--- config.mk ---
export PLATFORM = sky130hd
export DESIGN_NAME = fetch_unit
export DESIGN_NICKNAME = d
export VERILOG_FILES = /design/src/rtl/cpu_pkg.sv /design/src/rtl/opcode_len_dec.sv /design/src/rtl/fetch_unit.sv
export SDC_FILE = /design/constraint.sdc
export NUM_CORES = 1
export LEC_CHECK = 0
export BUFFER_PORTS_ARGS = -buffer_cell sky130_fd_sc_hd__buf_2
export CORE_ASPECT_RATIO = 0.5
export CORE_MARGIN = 2
export CORE_UTILIZATION = 53
export DETAILED_ROUTE_END_ITERATION = 6
export GPL_ROUTABILITY_DRIVEN = 0
export HOLD_SLACK_MARGIN = 0.08
export PLACE_DENSITY = 0.84
export SYNTH_ARGS = -nofsm -noshare
export SYNTH_HDL_FRONTEND = slang
export SYNTH_HIERARCHICAL = 1
export SYNTH_SLANG_ARGS = --single-unit
--- constraint.sdc ---
create_clock -name clk -period 5.42 [get_ports clk]
set_input_delay 0.813 -clock clk [delete_from_list [all_inputs] [get_ports clk]]
set_output_delay 0.813 -clock clk [all_outputs]
set_load 0.01 [all_outputs]
--- src/rtl/cpu_pkg.sv ---
// Shared CPU definitions: bus widths, reset vector and the fetch-stage state encoding.
package cpu_pkg;

  localparam int ADDR_W = 16;
  localparam int DATA_W = 8;

  localparam logic [ADDR_W-1:0] RESET_VECTOR = 16'h8000;

  typedef enum logic [1:0] {
    ST_OPC  = 2'd0,
    ST_OP1  = 2'd1,
    ST_OP2  = 2'd2,
    ST_HOLD = 2'd3
  } fetch_state_e;

endpackage

--- src/rtl/opcode_len_dec.sv ---
// Opcode length decoder: bits [5:4] of the opcode select a 1-, 2- or 3-byte instruction.
module opcode_len_dec
  import cpu_pkg::*;
(
  input  logic [DATA_W-1:0] opcode,
  output logic [1:0]        len
);

  logic unused_opcode_bits_s;
  assign unused_opcode_bits_s = ^{opcode[7:6], opcode[3:0]};

  // Length class lookup
  always_comb begin
    len = 2'd1;
    case (opcode[5:4])
      2'b00:   len = 2'd1;
      2'b01:   len = 2'd2;
      default: len = 2'd3;
    endcase
  end

endmodule

--- src/rtl/fetch_unit.sv ---
// Instruction fetch stage: reads 1..3 byte instructions over the 8-bit bus and hands them
// to decode over a valid/ready handshake, honouring bus grant and execute redirects.
module fetch_unit
  import cpu_pkg::*;
(
  input  logic              clk,
  input  logic              rst,
  output logic [ADDR_W-1:0] addr,
  output logic              cs,
  output logic              oe,
  output logic              we,
  input  logic [DATA_W-1:0] data_in,
  input  logic              bus_gnt,
  input  logic              redirect_valid,
  input  logic [ADDR_W-1:0] redirect_pc,
  output logic              instr_valid,
  input  logic              instr_ready,
  output logic [7:0]        instr_opcode,
  output logic [15:0]       instr_operand,
  output logic [1:0]        instr_len,
  output logic [15:0]       instr_pc
);

  fetch_state_e      state_r;
  fetch_state_e      state_nxt_s;
  logic [ADDR_W-1:0] pc_r;
  logic [7:0]        opcode_r;
  logic [15:0]       operand_r;
  logic [1:0]        len_r;
  logic [15:0]       ipc_r;
  logic [1:0]        dec_len_s;
  logic              consume_s;

  opcode_len_dec u_len_dec (
    .opcode (data_in),
    .len    (dec_len_s)
  );

  // A byte is taken only when the bus is ours and no redirect is flushing this cycle
  assign consume_s = !rst && bus_gnt && !redirect_valid && (state_r != ST_HOLD);

  assign addr          = pc_r;
  assign cs            = consume_s;
  assign oe            = consume_s;
  assign we            = 1'b0;
  assign instr_valid   = (state_r == ST_HOLD);
  assign instr_opcode  = opcode_r;
  assign instr_operand = operand_r;
  assign instr_len     = len_r;
  assign instr_pc      = ipc_r;

  // Next-state logic
  always_comb begin
    state_nxt_s = state_r;
    if (redirect_valid) begin
      state_nxt_s = ST_OPC;
    end else if (consume_s) begin
      case (state_r)
        ST_OPC:  state_nxt_s = (dec_len_s == 2'd1) ? ST_HOLD : ST_OP1;
        ST_OP1:  state_nxt_s = (len_r == 2'd2) ? ST_HOLD : ST_OP2;
        ST_OP2:  state_nxt_s = ST_HOLD;
        default: state_nxt_s = ST_OPC;
      endcase
    end else if ((state_r == ST_HOLD) && instr_ready) begin
      state_nxt_s = ST_OPC;
    end else begin
      state_nxt_s = state_r;
    end
  end

  // State, PC and instruction assembly registers
  always_ff @(posedge clk) begin
    if (rst) begin
      state_r   <= ST_OPC;
      pc_r      <= RESET_VECTOR;
      opcode_r  <= 8'h00;
      operand_r <= 16'h0000;
      len_r     <= 2'd0;
      ipc_r     <= 16'h0000;
    end else begin
      state_r <= state_nxt_s;
      if (redirect_valid) begin
        pc_r <= redirect_pc;
      end else if (consume_s) begin
        pc_r <= pc_r + 16'd1;
      end
      if (consume_s) begin
        case (state_r)
          ST_OPC: begin
            opcode_r  <= data_in;
            ipc_r     <= pc_r;
            operand_r <= 16'h0000;
            len_r     <= dec_len_s;
          end
          ST_OP1:  operand_r[7:0]  <= data_in;
          ST_OP2:  operand_r[15:8] <= data_in;
          default: operand_r       <= operand_r;
        endcase
      end
    end
  end

endmodule

; ---- Word-level counts from Yosys, hierarchy flattened
; Cells that the tools add are included.
[totals]
ff_bits = 60
latchBits = 0
mem_bits_rw = 0
rom_bits = 0
in_bits = 29
wordCells = 41
n_memories = 0
[classes]
add_sub_neg = 1
multipliers = 0
n_div = 0
order_cmp = 0
n_eq_ne = 7
shifts = 0
mux = 10
bitwise = 0
n_reduce_logical = 16
[ops]
columns = operator, n
row1 = two-way mux 16 bit, 2
row2 = case mux 8 bit (2 select lines), 2
row3 = adder 16 x 1 -> 16 bit (second input constant), 1
row4 = nonzero test 2 bit, 4
row5 = equality test 2 x 1 -> 1 bit (second input constant), 3
row6 = equality test 2 bit (second input constant), 3
row7 = two-way mux 2 bit, 3
row8 = case mux 2 bit (3 select lines), 1
row9 = AND reduction 2 bit, 3
row10 = logical AND 1 bit, 4
row11 = zero test 2 bit, 2
row12 = case mux 2 bit (2 select lines), 1
row13 = zero test 1 bit, 2
row14 = inequality test 2 bit (second input constant), 1
row15 = OR reduction 2 bit, 1
row16 = two-way mux 1 bit, 1

; ---- Longest topological paths before layout
; Gate-level depths: netlist of the first run.
[depth]
depth_word = 6
ltp_mapped = 9
depth_no_buf = 6

; ---- Modules after synthesis
; Netlist of the first run, hierarchy kept.
[modules_own_cells]
columns = module, instances, cells_each, area_each_um2, seq_area_each_um2
row1 = fetch_unit, 1, 308, 2553.7, 1201.2
row2 = opcode_len_dec, 1, 2, 12.5, 0.0

; ---- Worst setup path after synthesis of the first run
; OpenSTA, ideal clock, no wires.
[synth_timing]
path_type = in2out
from = input port rst
to = output port oe
arrival_ns = 1.765
slack_ns = 2.842
path_stages = 5
path_cell_list = buf_6 > or4b_4 > buf_6 > inv_6 > buf_4
[synth_between]
elab_chain_cells = 4
[synth_lines]
columns = element, line
row1 = "start, declared", fetch_unit.sv:7  ; input logic rst,
row2 = zero test 1 bit, fetch_unit.sv:40  ; assign consume_s = !rst && bus_gnt && !redirect_valid && (state_r != ST_HOLD);
row3 = logical AND 1 bit (3 in series), fetch_unit.sv:40
row4 = "end, declared", fetch_unit.sv:10  ; output logic oe,
; Every way passes these cells.

; ---- Worst setup path in the final report of the first run
[layout_timing]
from = input port rst
to = output port cs
[layout_between]
elab_chain_cells = 4
[layout_lines]
columns = element, line
row1 = zero test 1 bit, fetch_unit.sv:40
row2 = logical AND 1 bit (3 in series), fetch_unit.sv:40
row3 = "end, declared", fetch_unit.sv:9  ; output logic cs,
; Every way passes these cells.

==> results of run 1 <==
## power breakdown
part	internal, mW	leakage (nW)	total [mW]	switching [mW]
Sequential	0.455	0.488	0.471	0.0165
Clock	0.261	0.102	0.447	0.186
Combinational	0.0337	0.771	0.0840	0.0504
Total	0.749	1.36	1.00	0.253
## kinds of logic after synthesis
group                      synth area share, %
AOI/OAI and AO/OA                         16.4
xor gates and xnor gates                  1.71
adders and majority gates                 2.44
buffers and inverters                     5.95
DFF                                       46.8
muxes                                    0.878
other                                    0.146
and+or+nand+nor                           25.7
## through the flow
| step | instances | utilization (%) | total power [mW] | hold WS (ns) |
|---|---|---|---|---|
| final | 460 | 70.7 | 1.00 | 0.451 |
| after global routing | 460 | 70.7 | 1.03 | 0.472 |
| after CTS | 460 | 70.7 | 1.01 | 0.454 |
| after detailed placement | 444 | 65.8 | 0.565 | 0.445 |
| after global placement | 444 | 65.8 | 0.562 | 0.443 |
| after floorplan | 310 | - | 0.530 | 0.481 |
## registers in the layout, indices dropped and copies added (netlist names)
signal / count
instr_pc: 16
instr_opcode: 8
instr_operand: 16
instr_len: 2
addr: 16
state_r: 2
## metal layers
layer / wire, um / share of wire (%)
met5: 0 / 0
met4: 113 / 1.8
met3: 414 / 6.4
met2: 3100 / 48
met1: 2800 / 44
## path summary, 6_finish.rpt
check                   start     endpoint  slack (ns)  cells after the start
setup / recovery          rst           cs        2.48                      5
setup reg to reg   state_r[0]  instr_pc[7]        2.96                      6
hold / removal    instr_pc[9]  instr_pc[9]        0.45                      2
hold reg to reg   instr_pc[9]  instr_pc[9]        0.45                      2
## synthesized netlist by cell type (all sizes together) (2+ instances only)
library cell   n
clkbuf        13
nand2b         2
o21ai          4
nand2         69
and2           3
xnor2          5
nand4          3
nor3b          2
a211oi         3
buf            9
a2111oi        4
nand3          6
mux2           2
a21oi         31
nor2b          2
nor2          26
a31oi          3
dfxtp         60
or3            2
nor3           7
nor4           7
inv            7
and3           2
a22oi         16
ha             5
nand4b         2
nand3b         3
or4            2
## final cells by class
type	instances	area, sq um	share of cell area (%)
clock inverter	7	100	3.12
tap	66	82.6	2.58
timing repair buffer	90	453	14.1
multi-input combinational	221	1210	37.8
clock buffer	9	124	3.87
sequential	60	1200	37.5
inverter	7	31.3	0.976
## worst max-delay path: cells and delay by family
family                 cells  cell delay [ns]
buffers and inverters      4             0.64
AND/OR/NAND/NOR            1             0.67
==> results.cfg, run 1 <==
[clock_network]
cts_resized = 0
root_buffer = clkbuf_8
numCtsBuffers = 9
clock_latency_ns = 0.34
cts_tree = yes
cts_hold_buf = 0
clkTransAtPathRegs_ns = 0.07
cts_buffer_depth = 2
cts_setup_buffers = 0
clock-sinks = 60
h-tree-depth = 3

[grt]
gr-usage-met1_pct = 28.6
gr-total-overflow = 0
busiest_layer = met2
grt_pass1_vias = 2225
antenna_found_initial = 0
grt.met3_usage_pct = 7.93
track_usage_pct = 24.7
grt_start_max_net_pins = 65
grt_use_met2_pct = 41.4
grt_first_pass_wirelength_mm = 10.0

[routing]
final_antenna_net_count = 0
via_per_inst = 5.43
drc = 0
num_vias = 2499
wl_per_cell_um = 14.0
drtIter0Drc = 172
drt_first_pass_iters = 4
wl_mm = 6.42

[sta]
slew_headroom_pct = 37.8
clock.fmax_mhz = 340
drv_slew = 0
setup_tns_ns = 0
clock_skew_ns = 0.00617
post-route-period-util_pct = 54.3
finalHoldViolations = 0
setup_violations = 0
tightestPinTransition_ns = 0.932
rsz0062_at_grt = false
final.setup.worst_slack_ns = 2.48
fin_crit_ns = 2.94

[pwr]
worst_ir_drop_vdd_mv = 0.149
p_per_area_nw_per_um2 = 313
power.leakage_nw = 1.36

[worst_setup_path]
slowest_stage = or4b_4
critPathMaxStageDelay_ns = 0.67
path_class = in -> out
arrival_ns = 2.13
endpoint_kind = output port
worstPathRequired_ns = 4.61
cp_common_cell = buf_2
startpoint_type = input pin
cp_max_fo = 64
cp_cell_sequence = buf_2 -> buf_4 -> or4b_4 -> inv_6 -> buf_2

[die]
die_h_um = 53.2
initial_core_util_pct = 56.6
die_width_um = 102
placement_rows = 17
core_sq_um = 4530
die-area_sq_um = 5450
io-pin-count = 91

[cells_and_area]
layout_commonest_cell = buf_2
diodes = 0
drive_gt1_share_pct = 28.2
n_fill_cell = 374
finalInstanceArea_sq_um = 3200
fin_nets = 423
layout_common_cells = buf_2, nand2_1, dfxtp_1
area_growth_syn_to_layout_pct = 24.9

[logic_synthesis]
synth_top_area_share_pct = 46.8
ys_types = 43
ys_seq_area_share_pct = 46.8
synthArstFlopShare_pct = 0
ys_ff_latch = 60
syn_avg_cell_area_sq_um = 8.28
synth_top_cells_by_area = dfxtp_1, nand2_1, a21oi_1
syn_nets = 344
synthCells = 310
synth_flop_cell = dfxtp_1
synth_warnings = 6
syn_area_sq_um = 2570
synth_area_leader_cell = dfxtp_1
synth_edf_count = 0

[run_status]
status = finished, final reports clean

[placed_design]
placed_area_sq_um = 2980
pre_cts_slack_ns = 2.31
dpl.hpwl_mm = 4.46
portBuffers = 89

[hold_path]
hold_class = reg -> reg

[flow_run]
drv_cap = 0
Power figures use the tool's default switching activity.
==> run 2: changes to the inputs <==
--- a/config.mk
+++ b/config.mk
@@ -8,11 +8,11 @@
 export BUFFER_PORTS_ARGS = -buffer_cell sky130_fd_sc_hd__buf_2
 export CORE_ASPECT_RATIO = 0.5
 export CORE_MARGIN = 2
-export CORE_UTILIZATION = 53
+export CORE_UTILIZATION = 44
 export DETAILED_ROUTE_END_ITERATION = 6
 export GPL_ROUTABILITY_DRIVEN = 0
 export HOLD_SLACK_MARGIN = 0.08
-export PLACE_DENSITY = 0.84
+export PLACE_DENSITY = 0.75
 export SYNTH_ARGS = -nofsm -noshare
 export SYNTH_HDL_FRONTEND = slang
 export SYNTH_HIERARCHICAL = 1
==> constraint.sdc (replaced) <==
create_clock -name clk -period 2.6 [get_ports clk]
set_input_delay 0.39 -clock clk [delete_from_list [all_inputs] [get_ports clk]]
set_output_delay 0.39 -clock clk [all_outputs]
set_load 0.01 [all_outputs]
==> run 2 against run 1 <==
Against the previous run:
- first-iteration DRC count rose by 19%
- critical path depth fell by 1
- register-to-register slack got worse by 2.5 ns
- routed wire length rose by 3.6%
- count of clock-buffer cells in the layout rose by 3
- global-route usage fell by 3.9 points
- via count fell by 0.52%
- sequential share of layout area fell by 1.3 points
- total power rose by 130%
- core utilization fell by 11 points
- largest power group is now the clock network
==> results.cfg, run 2 (synthesized netlist as in run 1, its figures left out) <==
[run_status]
status = finished, final reports clean

[sta]
finalHoldViolations = 0
clock.fmax_mhz = 454
setup_violations = 0
drv_slew = 0
tightestPinTransition_ns = 0.696
final.setup.worst_slack_ns = 0.397
whs_ns = 0.318
clock_skew_ns = 0.00467
slew_headroom_pct = 53.3
post-route-period-util_pct = 84.7
fin_crit_ns = 2.20
setup_tns_ns = 0
rsz0062_at_grt = false

[die]
initial_core_util_pct = 46.1
io-pin-count = 91
die-area_sq_um = 6500
die_h_um = 58
die_width_um = 112
core_sq_um = 5560
placement_rows = 19

[grt]
antenna_found_initial = 0
grt_start_max_net_pins = 64
grt_first_pass_wirelength_mm = 10.5
gr-total-overflow = 0
track_usage_pct = 20.9
grt_pass1_vias = 2226

[worst_setup_path]
arrival_ns = 1.81
r2r_slack_ns = 0.45
endpoint_kind = output port
worstPathRequired_ns = 2.21
startpoint_type = register
path_class = reg -> out
cp_max_fo = 8

[routing]
wl_per_cell_um = 14.1
wl_mm = 6.65
num_vias = 2486
final_antenna_net_count = 0
drt_first_pass_iters = 4
via_per_inst = 5.28
drc = 0
drtIter0Drc = 205

[cells_and_area]
layout_commonest_cell = buf_2
diodes = 0
layout_common_cells = buf_2, nand2_1, dfxtp_1
area_growth_syn_to_layout_pct = 29.5
drive_gt1_share_pct = 28.6
n_fill_cell = 523
fin_nets = 427

[flow_run]
drv_cap = 0

[placed_design]
pre_cts_slack_ns = 0.484
portBuffers = 89
dpl.hpwl_mm = 4.69

[pwr]
power.leakage_nw = 1.43
worst_ir_drop_vdd_mv = 0.542
power_mw = 2.35
p_per_area_nw_per_um2 = 706

[clock_network]
cts_tree = yes
cts_hold_buf = 0
clock-sinks = 60
clkTransAtPathRegs_ns = 0.05
cts_resized = 0
numCtsBuffers = 9
cts_buffer_depth = 2
clock_latency_ns = 0.32
cts_setup_buffers = 0
root_buffer = clkbuf_16
h-tree-depth = 3

[hold_path]
hold_class = in -> reg
-- run 2: worst max-delay path, cell delays in order, from the launching register on --
cell and delay (ns):
dfxtp_1 0.34, ha_1 0.29, or4b_4 0.61, inv_6 0.10, buf_2 0.14
-- run 2: cell type report --
class | count | area, sq um | share of cell area (%)
Clock buffer | 12 | 256 | 7.72
Timing Repair Buffer | 94 | 483 | 14.5
Tap cell | 73 | 91.3 | 2.75
Multi-Input combinational cell | 221 | 1210 | 36.5
Clock inverter | 4 | 47.5 | 1.43
Sequential cell | 60 | 1200 | 36.1
Inverter | 7 | 31.3 | 0.941
-- run 2: per-layer routing --
layer / share of wire (%) / vias up / GRT usage [%] / wire length, um
li1: - / 1244 / - / -
met1: 47 / 1154 / 25.9 / 3090
met2: 47 / 83 / 34.3 / 3110
met3: 5.9 / 5 / 6.69 / 390
met4: 0.92 / 0 / 8.89 / 61
met5: 0 / - / 0 / 0
-- run 2: per-stage QoR --
stage	instance area [sq um]	cells	utilization (%)
6_report	3320	471	59.7
2_1_floorplan	2570	310	-
3_3_place_gp	3020	455	54.3
3_5_place_dp	3020	455	54.3
5_1_grt	3320	471	59.7
4_1_cts	3320	471	59.7
-- run 2: path summary, 6_finish.rpt --
path | cells after the start | startpoint | endpoint
worst min-delay path | 3 | redirect_pc[0] | addr[0]
worst max-delay path | 4 | state_r[0] | oe
worst min register to register | 2 | instr_pc[15] | instr_pc[15]
worst max register to register | 6 | state_r[0] | state_r[0]
-- run 2: power breakdown --
part / internal, mW / switching [mW] / leakage, nW / total [mW]
logic: 0.0736 / 0.106 / 0.791 / 0.180
registers: 0.950 / 0.0359 / 0.488 / 0.986
clock network: 0.789 / 0.391 / 0.149 / 1.18
